===== src/rtl/tl_pkg.sv =====
// Shared light codes, state encoding and timing defaults
// for the two-road traffic-light phase scheduler.
package tl_pkg;

  localparam logic [1:0] LC_GREEN  = 2'b00;
  localparam logic [1:0] LC_YELLOW = 2'b01;
  localparam logic [1:0] LC_RED    = 2'b10;
  localparam logic [1:0] LC_LEFT   = 2'b11;

  localparam int unsigned MIN_GREEN_DEF = 4;
  localparam int unsigned MAX_GREEN_DEF = 8;
  localparam int unsigned YELLOW_T_DEF  = 2;

  typedef enum logic [2:0] {
    A_GO   = 3'd0,
    A_YEL  = 3'd1,
    A_LEFT = 3'd2,
    A_LYEL = 3'd3,
    B_GO   = 3'd4,
    B_YEL  = 3'd5,
    B_LEFT = 3'd6,
    B_LYEL = 3'd7
  } state_t;

endpackage


===== src/rtl/tl_phase_timer.sv =====
// Phase timer: 4-bit up-counter, saturates at 15.
// Ports: clk, clear (sync, wins), enable, count.
module tl_phase_timer (
  input  logic       clk,
  input  logic       clear,
  input  logic       enable,
  output logic [3:0] count
);

  always_ff @(posedge clk) begin
    if (clear) begin
      count <= 4'd0;
    end else if (enable && (count != 4'hF)) begin
      count <= count + 4'd1;
    end
  end

endmodule


===== src/rtl/tl_phase_sched.sv =====
// Moore phase scheduler for two roads with left turns.
// Ports: clk, reset, Ta/Tb/Tal/Tbl sensors, La/Lb lights, phase.
module tl_phase_sched
  import tl_pkg::*;
#(
  parameter int unsigned MIN_GREEN = MIN_GREEN_DEF,
  parameter int unsigned MAX_GREEN = MAX_GREEN_DEF,
  parameter int unsigned YELLOW_T  = YELLOW_T_DEF
) (
  input  logic       clk,
  input  logic       reset,
  input  logic       Ta,
  input  logic       Tb,
  input  logic       Tal,
  input  logic       Tbl,
  output logic [1:0] La,
  output logic [1:0] Lb,
  output logic [2:0] phase
);

  localparam logic [3:0] MIN_M1 = 4'(MIN_GREEN - 1);
  localparam logic [3:0] MAX_M1 = 4'(MAX_GREEN - 1);
  localparam logic [3:0] YEL_M1 = 4'(YELLOW_T - 1);

  state_t     state;
  state_t     state_nxt;
  logic [3:0] timer;
  logic       timer_clr;

  logic req_a, req_al, req_b, req_bl;
  logic min_ok, max_hit, yel_done;
  logic enter_a, enter_al, enter_b, enter_bl;

  assign min_ok   = (timer >= MIN_M1);
  assign max_hit  = (timer >= MAX_M1);
  assign yel_done = (timer == YEL_M1);

  // Timer restarts on the edge that changes state.
  assign timer_clr = reset || (state_nxt != state);

  tl_phase_timer u_timer (
    .clk    (clk),
    .clear  (timer_clr),
    .enable (1'b1),
    .count  (timer)
  );

  always_ff @(posedge clk) begin
    if (reset) begin
      state <= A_GO;
    end else begin
      state <= state_nxt;
    end
  end

  always_comb begin
    state_nxt = state;
    unique case (state)
      A_GO: begin
        if (min_ok && (req_al || req_b || req_bl)
            && (!Ta || max_hit))
          state_nxt = A_YEL;
      end
      A_YEL: begin
        if (yel_done)
          state_nxt = req_al ? A_LEFT : B_GO;
      end
      A_LEFT: begin
        if (min_ok && (!Tal || max_hit))
          state_nxt = A_LYEL;
      end
      A_LYEL: begin
        if (yel_done)
          state_nxt = B_GO;
      end
      B_GO: begin
        if (min_ok && (req_bl || req_a || req_al)
            && (!Tb || max_hit))
          state_nxt = B_YEL;
      end
      B_YEL: begin
        if (yel_done)
          state_nxt = req_bl ? B_LEFT : A_GO;
      end
      B_LEFT: begin
        if (min_ok && (!Tbl || max_hit))
          state_nxt = B_LYEL;
      end
      B_LYEL: begin
        if (yel_done)
          state_nxt = A_GO;
      end
    endcase
  end

  always_comb begin
    phase = state;
    La    = LC_RED;
    Lb    = LC_RED;
    unique case (state)
      A_GO:   La = LC_GREEN;
      A_YEL:  La = LC_YELLOW;
      A_LEFT: La = LC_LEFT;
      A_LYEL: La = LC_YELLOW;
      B_GO:   Lb = LC_GREEN;
      B_YEL:  Lb = LC_YELLOW;
      B_LEFT: Lb = LC_LEFT;
      B_LYEL: Lb = LC_YELLOW;
    endcase
  end

  assign enter_a  = (state_nxt == A_GO)   && (state != A_GO);
  assign enter_al = (state_nxt == A_LEFT) && (state != A_LEFT);
  assign enter_b  = (state_nxt == B_GO)   && (state != B_GO);
  assign enter_bl = (state_nxt == B_LEFT) && (state != B_LEFT);

  // Sticky requests; being served clears them even if the
  // sensor is still asserted on that same edge.
  always_ff @(posedge clk) begin
    if (reset) begin
      req_a  <= 1'b0;
      req_al <= 1'b0;
      req_b  <= 1'b0;
      req_bl <= 1'b0;
    end else begin
      req_a  <= enter_a  ? 1'b0
              : (req_a  || (Ta  && (state != A_GO)));
      req_al <= enter_al ? 1'b0
              : (req_al || (Tal && (state != A_LEFT)));
      req_b  <= enter_b  ? 1'b0
              : (req_b  || (Tb  && (state != B_GO)));
      req_bl <= enter_bl ? 1'b0
              : (req_bl || (Tbl && (state != B_LEFT)));
    end
  end

endmodule

===== config.mk =====
export PLATFORM = sky130hd
export DESIGN_NAME = tl_phase_sched
export DESIGN_NICKNAME = d
export VERILOG_FILES = /design/src/rtl/tl_pkg.sv /design/src/rtl/tl_phase_timer.sv /design/src/rtl/tl_phase_sched.sv
export SDC_FILE = /design/constraint.sdc
export NUM_CORES = 1
export LEC_CHECK = 0
export ABC_AREA = 1
export BUFFER_PORTS_ARGS = -buffer_cell sky130_fd_sc_hd__buf_2
export CAP_MARGIN = 20
export CORE_AREA = 3 3 40 42
export CTS_BUF_LIST = sky130_fd_sc_hd__clkbuf_8
export CTS_CLUSTER_DIAMETER = 150
export DETAILED_ROUTE_END_ITERATION = 16
export DIE_AREA = 0 0 43 45
export PLACE_DENSITY = 0.74
export SYNTH_ARGS = -nofsm -noshare
export SYNTH_HDL_FRONTEND = slang
export SYNTH_SLANG_ARGS = --single-unit

===== constraint.sdc =====
create_clock -name clk -period 2.87 [get_ports clk]
set_input_delay 0.4305 -clock clk [delete_from_list [all_inputs] [get_ports clk]]
set_output_delay 0.4305 -clock clk [all_outputs]
set_load 0.1 [all_outputs]

# After elaboration in Yosys (flattened, before gate mapping)
# Index checks and enable logic that the tools add are counted.
# W data, S select, Z words.
# classes
n_addsub,1
n_mul,0
div,0
magnitude_cmp,2
eq_ne,16
n_shift,0
n_mux,13
bitwise,0
n_reduce_logical,40
# ops
cell,count
$mux W3,10
$pmux W3 S8,1
$eq A3 B3 Y1 const B,6
$logic_and A1 B1 Y1,14
$logic_or A1 B1 Y1,13
$pmux W2 S3,2
$reduce_or A2 Y1,6
$eq A3 B2 Y1 const B,3
$logic_not A3 Y1,2
$ne A3 B3 Y1 const B,2
$add A4 B1 Y4 const B,1
$eq A4 B1 Y1 const B,1
$ge A4 B2 Y1 const B,1
$ge A4 B3 Y1 const B,1
$logic_not A1 Y1,4
$ne A4 B4 Y1 const B,1
$eq A3 B1 Y1 const B,1
$ne A3 B2 Y1 const B,1
$ne A3 B3 Y1,1
$reduce_bool A3 Y1,1
# totals
register_bits,11
latchBits,0
ramBits,0
romBits,0
output_inout_bits,7
elab_cells,78
memories,0

# Depth between registers and ports, before layout
# Gate-level depths: netlist of the first run.
# logic_depth
word_depth,9
depth_mapped,10
mapped_depth_nobuf,10

# Cells and area by module
# Synthesis of the first run repeated with hierarchy kept, for this count alone.
# unflattened
cells_unflattened,131
hier_area_um2,824.5
# by_module_without_submodules
mod,instances,cells_per_inst,area_each_um2,seq_area_each_um2
tl_phase_sched,1,102,623.1,140.1
tl_phase_timer,1,29,201.4,80.1

# Worst setup path before layout of the first run
# No wires, ideal clock.
# synth_path
path_type,reg-to-output
startpoint,"register state[0], in the netlist phase[0]"
endpoint,output port La[0]
arrival_time_ns,2.602
required_ns,2.440
path_slack_ns,-0.162
path_stages_with_launch,5
cell_sequence,dfxtp_1 > inv_2 > nand2_2 > inv_1 > nor2_1
# synth_via
elab_chain_cells,3
elab_cells_between_ends,6
cone_classes,eq/ne: 3; mux: 1; reduce/logical: 2
# synth_lines
element,line,text
start: declaration,tl_phase_sched.sv:25,state_t state;
start signal: assignment,tl_phase_sched.sv:52,state <= state_nxt;
$eq A3 B2 Y1 / $eq A3 B1 Y1 (equally long branches),tl_phase_sched.sv:100,unique case (state)
$reduce_or A2 Y1 (no line),-,
$pmux W2 S3 (*),tl_phase_sched.sv:100,
end: declaration,tl_phase_sched.sv:16,"output logic [1:0] La,"
# Mark *: on every way between the ends. The rest lies on a longest branch, timed or not.

# Worst setup path after layout of the first run
# layout_path
startpoint,"register state[1], in the netlist phase[1]"
endpoint,output port La[0]
# The elaborated chain is that of the path after synthesis.

==> impl_results.md, run 1 <==
- Postcts setup bufs: 0
- # diodes: 0
- Combinational share of power: between 20% and 30%
- Maximum clock frequency: 545 MHz
- Min-Delay Path Depth: 2
- IO Count: 13
- Slowest CP cell: buf_2
- Initial antenna violation count: 0
- Die Area: about 1900 sq um
- Pleak: ~0.00041 uW
- Worst slew pin tran: slightly below 0.5 ns
- Register area share after synthesis: 32.9%
- Synthesized area: about 670 sq um
- Drt total wl: about 1600 um
- Largest net degree at the start of global routing: 9
- Crit-path cells: inv_2 -> nand2_2 -> inv_1 -> nor2_1 -> buf_2
- Maximum VDD drop: roughly 310 uV
- Yosys warning total: 0
- Crit path buf inv count: 3
- Area growth from synthesis to layout: 18.5%
- Total power: between 400 and 500 uW
- Placer Congestion: 0.898
- CTS Buf Count: 3
- Netlist cell types: 19
- Setup slack, reg-to-reg: about 1.3 ns
- Post-Syn Instances: 105
- H-tree lvl count: 1
- Outcome: finished, final reports clean
- Post_cts resized: 0
- Final WS setup: between 1 and 1.5 ns
- Clock latency on the worst-skew pair: around 0.24 ns
- Clk root buf: clkbuf_8
- Kind of launch point of the worst setup path: flop
- Clock sink count: 11
- Most frequent cells in the layout: nand2_1 (23), inv_1 (15), nor2_1 (15)
- Final setup viols: 0
- Input/output buffers: 12
- DRC Markers: 0
- Mapped Nets: around 110
- Minimum clock period: about 1.8 ns
- Internal power: between 200 and 300 uW
- GRT Resource Usage Total: a little under a fifth
- Total iterations of the first detailed-routing run: 4
- End-of-flow core utilization: 61.7%
- DR iter-0 viols: 25
- Sw Ratio: 34.6%
- Max incr delay on CP: about 0.43 ns
- Fin crit share: 64.0%
- DIE HEIGHT: approximately 45 um
- Detailed-route via count: 712
- MaxCap Viol Count: 0
- Starting density of the core: between 50% and 60%
- Post-DP Area: around 750 sq um
- Final hold vios: 0
- Clock Skews: 0.000833 ns
- Die X: between 40 and 50 um
- Clk buf depth: 2
- CP Class: flop to primary output
- Row count: 13
- Worst Path Arrival: about 1.4 ns
- Hold Path Sink: phase[1]
- Clock slew at reported path FFs: roughly 0.050 ns
- CTS tree: built
- Worst Hold Launch: reset
- Slew Viols, Final: 0
- Pwr Density: 566 nW/um^2
- DP HPWL: about 1200 um
- Avg Cell Area, Syn: 6.38 sq um
- Final Cell Area: 793 sq um
- Nets: 130
- NetSw: about 160 uW
- CP delay by family, top: buffers and inverters
- First-pass GRT wire length: 2660 um
- Clock share of power: between 30 and 40%
- Critical Path RT: about 2.4 ns
- Overflow after GRT: 0
- Ratio of cells with drive above 1 in the final layout: between 15 and 20%
- Commonest non-fill, non-tap cell in the layout: nand2_1
- Wire per inst: approximately 12 um
- CORE AREA: ~1300 sq um
- Place WS: around 1.3 ns
- Avg Vias per Cell: around 5.2
- RSZ-0062 raised after global routing: false
- Reg power frac: ~40%
- Vias in the first global route: 634
- Hold Crit Class: input pin to flop
- Setup crit end kind: primary output
- Post-DRT Antenna Nets: 0
- Synthesized flop and latch total: 11
- Crit Path Max Fanout: 5
- Cts hold-fix bufs: 0
- Crit Reg-Reg Startpoint: u_timer.count[1]
- Worst Reg2Reg Path Length in Cells: 9
- Relative max-transition margin: ~68%
- RR Endpoint: req_a
[layout make-up]
type / count / area (sq um)
clock inverter: 1 / 3.75
multi-input combinational: 76 / 382
timing repair buffer: 12 / 60.1
fill: 114 / 492
clock buffer: 3 / 41.3
sequential: 11 / 220
inverter: 18 / 67.6
tap: 15 / 18.8
[registers in the layout, indices dropped and copies added, names as in the netlist]
register,count
req_al,1
req_a,1
phase,3
u_timer.count,4
req_bl,1
req_b,1
[how the worst max path moves through the flow]
stage | start | end | slack [ns] | cells past startpoint
2_1_floorplan | phase[0] | La[0] | -0.16 | 4
3_3_place_gp | phase[1] | Lb[0] | 1.33 | 5
3_5_place_dp | phase[1] | La[0] | 1.30 | 5
4_1_cts | phase[1] | La[0] | 1.03 | 5
5_1_grt | phase[1] | La[0] | 0.94 | 5
6_report | phase[1] | La[0] | 1.03 | 5
[through the flow]
step,hold slack [ns],cells,setup TNS [ns]
6_report,0.411,136,0
5_1_grt,0.414,136,0
4_1_cts,0.403,136,0
3_5_place_dp,0.504,132,0
3_3_place_gp,0.495,132,0
2_1_floorplan,0.474,105,-0.324
[power by group through the flow]
stage | registers (uW) | logic, uW | clock network (uW)
after global routing | 182 | 130 | 166
after detailed placement | 183 | 115 | 0
after floorplan | 193 | 80.5 | 0
final | 180 | 116 | 152
after global placement | 182 | 114 | 0
after CTS | 180 | 116 | 158
[worst register-to-register path, delay by kind of cell, from the launching register on]
| family | cells | cell delay [ns] |
|---|---|---|
| simple gates | 3 | 0.39 |
| compound gates | 2 | 0.28 |
| flops | 1 | 0.37 |
| fa+ha+maj | 1 | 0.17 |
| buf+inv | 3 | 0.20 |
[synthesized netlist by cell type]
cell	count	share of area (%)
nand2_1	23	13
nor2_1	15	8.4
inv_1	14	7.9
dfxtp_1	11	33
nand3_1	10	7.5
a21oi_1	8	6.0
inv_2	4	2.2
nor3_1	3	2.2
o21ai_0	3	2.2
ha_1	2	3.7
nand2_2	2	1.9
nand3_2	2	3.0
nand3b_1	2	2.2
a41oi_1	1	1.3
and2_1	1	0.94
nand4_1	1	0.94
nor2_4	1	1.7
o21ai_1	1	0.75
xnor2_1	1	1.3
[metal layers]
layer | vias to the layer above | GRT usage [%] | wire length [um]
met5 | - | 0 | 0
met4 | 0 | 12.7 | 30
met3 | 4 | 7.57 | 141
met2 | 34 | 25.4 | 657
met1 | 306 | 25.5 | 743
li1 | 368 | - | -
[cells by family (layout without fill, tap and decap cells)]
| kind of cell | count (synthesis) | count (layout) | synth area share, % |
|---|---|---|---|
| AND/OR/NAND/NOR | 60 | 60 | 41.7 |
| buffers and inverters | 18 | 34 | 10.1 |
| AO/OA/AOI/OAI | 13 | 13 | 10.3 |
| flip-flops | 11 | 11 | 32.9 |
| adder cells (fa/ha/maj) | 2 | 2 | 3.74 |
| XOR/XNOR | 1 | 1 | 1.31 |
Note: power is estimated with default switching activity, not from simulation.
==> inputs of run 2 (changes only) <==
--- a/config.mk
+++ b/config.mk
@@ -5,7 +5,7 @@
 export SDC_FILE = /design/constraint.sdc
 export NUM_CORES = 1
 export LEC_CHECK = 0
-export ABC_AREA = 1
+export ABC_AREA = 0
 export BUFFER_PORTS_ARGS = -buffer_cell sky130_fd_sc_hd__buf_2
 export CAP_MARGIN = 20
 export CORE_AREA = 3 3 40 42
==> constraint.sdc (replaced) <==
create_clock -name clk -period 1.8 [get_ports clk]
set_input_delay 0.27 -clock clk [delete_from_list [all_inputs] [get_ports clk]]
set_output_delay 0.27 -clock clk [all_outputs]
set_load 0.1 [all_outputs]
==> run 2 against run 1 <==
  * Global-route usage increased by 0.067 points
  * Sequential share of layout area about the same
  * Sequential power increased by 56%
  * Total power increased by 41%
==> impl_results.md, run 2 <==
- Post-Place Cells: 106 (-20%)
- Setup crit end kind: primary output
- Hold Crit Class: input pin to flop
- M3 GR Usage: 5.98% (-1.6 points)
- Clock Skews: 0.00224 ns (+0.00140 ns)
- Slew Viols, Final: 0 (unchanged)
- Placer Congestion: 0.849 (-5.5%)
- Internal power: 449 uW (+53%)
- Final setup viols: 0 (unchanged)
- Post-Syn Instances: 82 (-22%)
- Post_cts resized: 0 (unchanged)
- Combinational share of power: 17.5% (-8.4 points)
- Yosys top cell area share: 32.8% (-0.12 points)
- Slowest CP cell: buf_2
- Worst Reg2Reg Path Length in Cells: 5 (-4)
- Commonest non-fill, non-tap cell in the layout: buf_2
- Post-synth EDFFs: 0 (unchanged)
- Most flops, register: u_timer.count
- Crit path buf inv count: 1 (-2)
- Clock latency on the worst-skew pair: 0.24 ns (about the same)
- Worst Path Arrival: 1.38 ns (-0.02 ns)
- Sw Ratio: 29.1% (-5.5 points)
- Ratio of cells with drive above 1 in the final layout: 27.4% (+7.5 points)
- Synthesized flop and latch total: 11 (unchanged)
- Avg Cell Area, Syn: 8.19 sq um (+29%)
- GRT met2 Usage: 28.7% (+3.3 points)
- Crit path from: phase[0]
- H-tree lvl count: 1 (unchanged)
- GR peak layer: met2
- First-pass GRT wire length: 2770 um (+4.1%)
- Die Area: 1940 sq um (unchanged)
- IO Count: 13 (unchanged)
- Vias in the first global route: 614 (-3.2%)
- Postcts setup bufs: 0 (unchanged)
- Fin cells: 110 (-19%)
- Relative max-transition margin: 65.9% (-1.8 points)
- Clk root buf: clkbuf_8
- Nets: 104 (-20%)
- Synthesized area: 672 sq um (+0.37%)
- Crit-path cells: nand2b_1 -> nand2b_2 -> buf_2
- Grt met1 use: 25.2% (-0.30 points)
- Outcome: finished, final reports clean
- Drt total wl: 1580 um (+0.45%)
- Avg Vias per Cell: 5.85 (+12%)
- DP HPWL: 1170 um (-4.6%)
- Register area share after synthesis: 32.8% (-0.12 points)
- Commonest register cell after synthesis: dfxtp_1
- Crit Reg-Reg Startpoint: u_timer.count[0]
- Critical path capture point: La[1]
- GRT Resource Usage Total: 19.3% (+0.067 points)
- Total iterations of the first detailed-routing run: 4 (unchanged)
- Initial antenna violation count: 0 (unchanged)
- Crit path depth: 3 (-2)
- Minimum clock period: approximately 1.6 ns
- Worst Hold Launch: reset
- DIE HEIGHT: 45 um (unchanged)
- Max incr delay on CP: 0.42 ns (about the same)
- Post-DRT Antenna Nets: 0 (unchanged)
- Final WS setup: 0.153 ns (-0.881 ns)
- Worst slew pin tran: 0.509 ns (+0.0212 ns)
- Pwr Density: 785 nW/um^2 (+39%)
- Row count: 13 (unchanged)
- DRC Markers: 0 (unchanged)
- DR iter-0 viols: 36 (+44%)
- Max reg flops: 4 (unchanged)
- Maximum clock frequency: around 610 MHz
- Place WS: 0.254 ns (-1.04 ns)
- Most frequent cells in the layout: buf_2 (12), nor2_1 (10), nor3_1 (8), dfxtp_1 (8), a21oi_1 (5)
- Fin Hold WS: 0.301 ns (-0.110 ns)
- # diodes: 0 (unchanged)
- CP Class: flop to primary output
- Clk buf depth: 2 (unchanged)
- Clock slew at reported path FFs: 0.05 ns (about the same)
- End-of-flow core utilization: 62.8% (+1.1 points)
- Mapped Nets: 90 (-20%)
- Asr flop ratio synth: 0% (unchanged)
- Netlist cell types: 35 (+16)
- CTS Buf Count: 3 (unchanged)
- CTS tree: built
- Most common library cells after synthesis: dfxtp_1 (11), nor2_1 (11), nor3_1 (8), a21oi_1 (5), nand2_1 (5)
- Pleak: 0.000338 uW (-18%)
- Setup slack, reg-to-reg: 0.22 ns (-1.12 ns)
- Clock share of power: 38.0% (+4.0 points)
- MaxCap Viol Count: 0 (unchanged)
- Critical Path RT: 1.53 ns (-0.91 ns)
- NetSw: 184 uW (+19%)
- Kind of launch point of the worst setup path: flop
- Yosys warning total: 0 (unchanged)
- CORE AREA: 1280 sq um (unchanged)
- Starting density of the core: 52.3% (+0.19 points)
- Overflow after GRT: 0 (unchanged)
- Area growth from synthesis to layout: 20.1%
- Synth area leaders: dfxtp_1 (33%), nor2_1 (6.1%), nor3_1 (6.0%)
- Leading area contributor after synthesis: dfxtp_1
- RR Endpoint: u_timer.count[3]
- Final hold vios: 0 (unchanged)
- Wire per inst: 14.4 um (+24%)
- Clock sink count: 11 (unchanged)
- Reg power frac: 44.4% (+4.2 points)
- Maximum VDD drop: 541 uV (+72%)
- Post-DP Area: 762 sq um (+1.8%)
- Largest net degree at the start of global routing: 16 (+7)
- RSZ-0062 raised after global routing: false
- Die X: 43 um (unchanged)
- Final Cell Area: 807 sq um (+1.7%)
- Cts hold-fix bufs: 0 (unchanged)
- Fin crit share: about nine tenths
- CP delay by family, top: buffers and inverters
- Crit Path Max Fanout: 7 (+2)
- Input/output buffers: 12 (unchanged)
- Detailed-route via count: 643 (-9.7%)
run 2: cell types whose count changed after synthesis, sizes merged, moves of 2 or more:
| cell | delta |
|---|---|
| nand2b | +3 |
| inv | -15 |
| a21oi | -3 |
| a31o | +2 |
| nand3 | -10 |
| nand2 | -20 |
| nor2 | -4 |
| mux2i | +2 |
| a21o | +2 |
| nor3 | +5 |
| buf | +2 |
| nor2b | +2 |
run 2: area by class of cell:
cell class              count  area [sq um]
clock inverters             1          3.75
multi-input cells          65           448
repair buffers             12          60.1
well taps                  15          18.8
inverters                   3          11.3
flip-flops and latches     11           224
clock buffers               3          41.3
fillers                   121           478
run 2: per-stage QoR:
step           TNS (ns)  power, uW
5_1_grt               0        669
6_report              0        634
2_1_floorplan    -0.212        369
3_5_place_dp          0        395
3_3_place_gp          0        393
4_1_cts               0        637
run 2: worst min path at each step:
stage	end	cells after the start
floorplan	req_a	2
global placement	req_a	2
detailed placement	req_a	2
CTS	phase[1]	2
global route	phase[2]	2
finish	phase[2]	2
run 2: cell families after synthesis:
kind of cell    count (synthesis)  share of synthesized area, %
xor+xnor                        1                          1.30
mux                             3                          4.66
compound gates                 20                          22.3
simple gates                   39                          31.7
fa+ha+maj                       2                          3.72
buf+inv                         6                          3.54
flops                          11                          32.8
run 2: power by group through the flow:
stage          logic, uW  clock network (uW)  registers, uW
2_1_floorplan       79.3                   0            289
3_3_place_gp         109                   0            284
3_5_place_dp         110                   0            285
4_1_cts              111                 245            280
5_1_grt              123                 262            284
6_report             111                 241            281
run 2: layer usage:
layer | part of all wire [%] | vias up
li1 | - | 322
met2 | 43 | 19
met3 | 5.8 | 6
met4 | 1.8 | 0
met1 | 49 | 296
met5 | 0 | -
==> inputs of run 3 (changes only) <==
--- a/config.mk
+++ b/config.mk
@@ -13,7 +13,7 @@
 export CTS_CLUSTER_DIAMETER = 150
 export DETAILED_ROUTE_END_ITERATION = 16
 export DIE_AREA = 0 0 43 45
-export PLACE_DENSITY = 0.74
+export PLACE_DENSITY = 0.77
 export SYNTH_ARGS = -nofsm -noshare
 export SYNTH_HDL_FRONTEND = slang
 export SYNTH_SLANG_ARGS = --single-unit
==> run 3 against run 2 <==
  * Clock-buffer cell count unchanged
  * Fmax increased by 0.21%
  * Sequential share of layout area unchanged
  * Combinational power about the same
  * Critical path depth unchanged
  * Sequential power about the same
  * Largest cell class unchanged
  * Worst hold slack got worse by 0.0092 ns
  * Flip-flop and latch count unchanged
  * Global-route usage decreased by 0.87 points
  * Setup slack improved by 0.0034 ns
  * Cell area unchanged
==> impl_results.md, run 3 (same netlist as run 2, synthesis figures left out) <==
- Clock slew at reported path FFs: 0.05 ns (about the same)
- Crit Path Max Fanout: 7 (unchanged)
- Row count: 13 (unchanged)
- CTS Buf Count: 3 (unchanged)
- Maximum VDD drop: 563 uV (+4.2%)
- Hold Path Sink: phase[2]
- Commonest non-fill, non-tap cell in the layout: buf_2
- Worst Hold Launch: reset
- First-pass GRT wire length: 2610 um (-6.0%)
- Die X: 43 um (unchanged)
- Post-DRT Antenna Nets: 0 (unchanged)
- Clock Skews: 0.00416 ns (+0.00192 ns)
- Minimum clock period: 1.64 ns (-0.00344 ns)
- CP Class: flop to primary output
- Final WS setup: 0.157 ns (+0.00345 ns)
- DIE HEIGHT: 45 um (unchanged)
- Crit Reg-Reg Startpoint: u_timer.count[0]
- Most flops, register: u_timer.count
- Final hold vios: 0 (unchanged)
- Setup crit end kind: primary output
- Fin crit share: 91.3% (-0.19 points)
- CORE AREA: 1280 sq um (unchanged)
- CTS tree: built
- Largest net degree at the start of global routing: 16 (unchanged)
- Drt total wl: 1640 um (+3.7%)
- Clk buf depth: 2 (unchanged)
- Starting density of the core: 52.3% (unchanged)
- Setup slack, reg-to-reg: 0.22 ns (about the same)
- RSZ-0062 raised after global routing: false
- Vias in the first global route: 581 (-5.4%)
- Overflow after GRT: 0 (unchanged)
- Wire per inst: 14.9 um (+3.7%)
- Critical Path RT: 1.53 ns (about the same)
- Pleak: 0.000338 uW (unchanged)
- Post_cts resized: 0 (unchanged)
- Detailed-route via count: 661 (+2.8%)
- Input/output buffers: 12 (unchanged)
- Clock latency on the worst-skew pair: 0.24 ns (about the same)
- Post-DP Area: 762 sq um (unchanged)
- Hold Crit Class: input pin to flop
- Worst slew pin tran: 0.470 ns (-0.0389 ns)
- Outcome: finished, final reports clean
- H-tree lvl count: 1 (unchanged)
- End-of-flow core utilization: 62.8% (unchanged)
- DR iter-0 viols: 26 (-28%)
- Pwr Density: 790 nW/um^2 (+0.69%)
- MaxCap Viol Count: 0 (unchanged)
- Nets: 104 (unchanged)
- Min-Delay Path Depth: 2 (unchanged)
- Die Area: 1940 sq um (unchanged)
- Max reg flops: 4 (unchanged)
- Avg Vias per Cell: 6.01 (+2.8%)
- Final setup viols: 0 (unchanged)
- Place WS: 0.260 ns (+0.00599 ns)
- Area growth from synthesis to layout: 20.1% (unchanged)
- RR Endpoint: phase[0]
- Relative max-transition margin: 68.5% (+2.6 points)
- IO Count: 13 (unchanged)
- Worst Path Arrival: 1.37 ns (about the same)
- Most frequent cells in the layout: buf_2 (12), nor2_1 (10), nor3_1 (8), dfxtp_1 (8), a21oi_1 (5)
- Kind of launch point of the worst setup path: flop
- Ratio of cells with drive above 1 in the final layout: 27.4% (unchanged)
- Initial antenna violation count: 0 (unchanged)
- # diodes: 0 (unchanged)
- Cts hold-fix bufs: 0 (unchanged)
- Fin Hold WS: 0.291 ns (-0.00923 ns)
- Clock sink count: 11 (unchanged)
- Fin cells: 110 (unchanged)
- Post-Place Cells: 106 (unchanged)
- Postcts setup bufs: 0 (unchanged)
- Worst Reg2Reg Path Length in Cells: 5 (unchanged)
- Final Cell Area: 807 sq um (unchanged)
- GRT Resource Usage Total: 18.4% (-0.87 points)
- Clk root buf: clkbuf_8
- Placer Congestion: 0.857 (+0.93%)
- Maximum clock frequency: 609 MHz (+0.21%)
- Slew Viols, Final: 0 (unchanged)
- # fillers: 100 (-17%)
- DRC Markers: 0 (unchanged)
- Total iterations of the first detailed-routing run: 4 (unchanged)
- DP HPWL: 1170 um (-0.18%)
-- run 3: cell counts in the layout (fill, tap and decap cells not counted) --
Identical to the previous run, type by type.
-- run 3: layout make-up --
| class | instances | area, sq um | area share (%) |
|---|---|---|---|
| tap | 15 | 18.8 | 2.33 |
| clock buffer | 3 | 41.3 | 5.12 |
| clock inverter | 1 | 3.75 | 0.465 |
| multi-input combinational | 65 | 448 | 55.5 |
| sequential | 11 | 224 | 27.8 |
| inverter | 3 | 11.3 | 1.40 |
| timing repair buffer | 12 | 60.1 | 7.44 |
-- run 3: critical path, stage by stage (launching register included) --
cell      delay, ns
dfxtp_2        0.34
nand2b_1       0.26
nand2b_2       0.11
buf_2          0.42
-- run 3: metal layers --
metal / GRT usage, % / wire length [um]
met2: 30.5 / 728
met4: 10.2 / 39
met1: 21.7 / 731
met5: 0 / 0
met3: 4.78 / 138
-- run 3: power breakdown --
part | internal (uW) | switching, uW
clock network | 150 | 93.4
logic | 39.9 | 73.1
registers | 260 | 21.7
total | 450 | 188
-- run 3: worst max path at each step --
stage,startpoint,to,slack [ns]
2_1_floorplan,phase[2],Lb[0],-0.14
3_3_place_gp,u_timer.count[0],phase[0],0.31
3_5_place_dp,u_timer.count[0],phase[0],0.26
4_1_cts,phase[0],Lb[1],0.17
5_1_grt,phase[0],La[1],0.1
6_report,phase[0],La[1],0.16
-- run 3: metrics by stage --
step / TNS (ns) / total power [uW]
finish: 0 / 638
CTS: 0 / 636
global route: 0 / 659
global placement: 0 / 392
floorplan: -0.212 / 369
detailed placement: 0 / 395
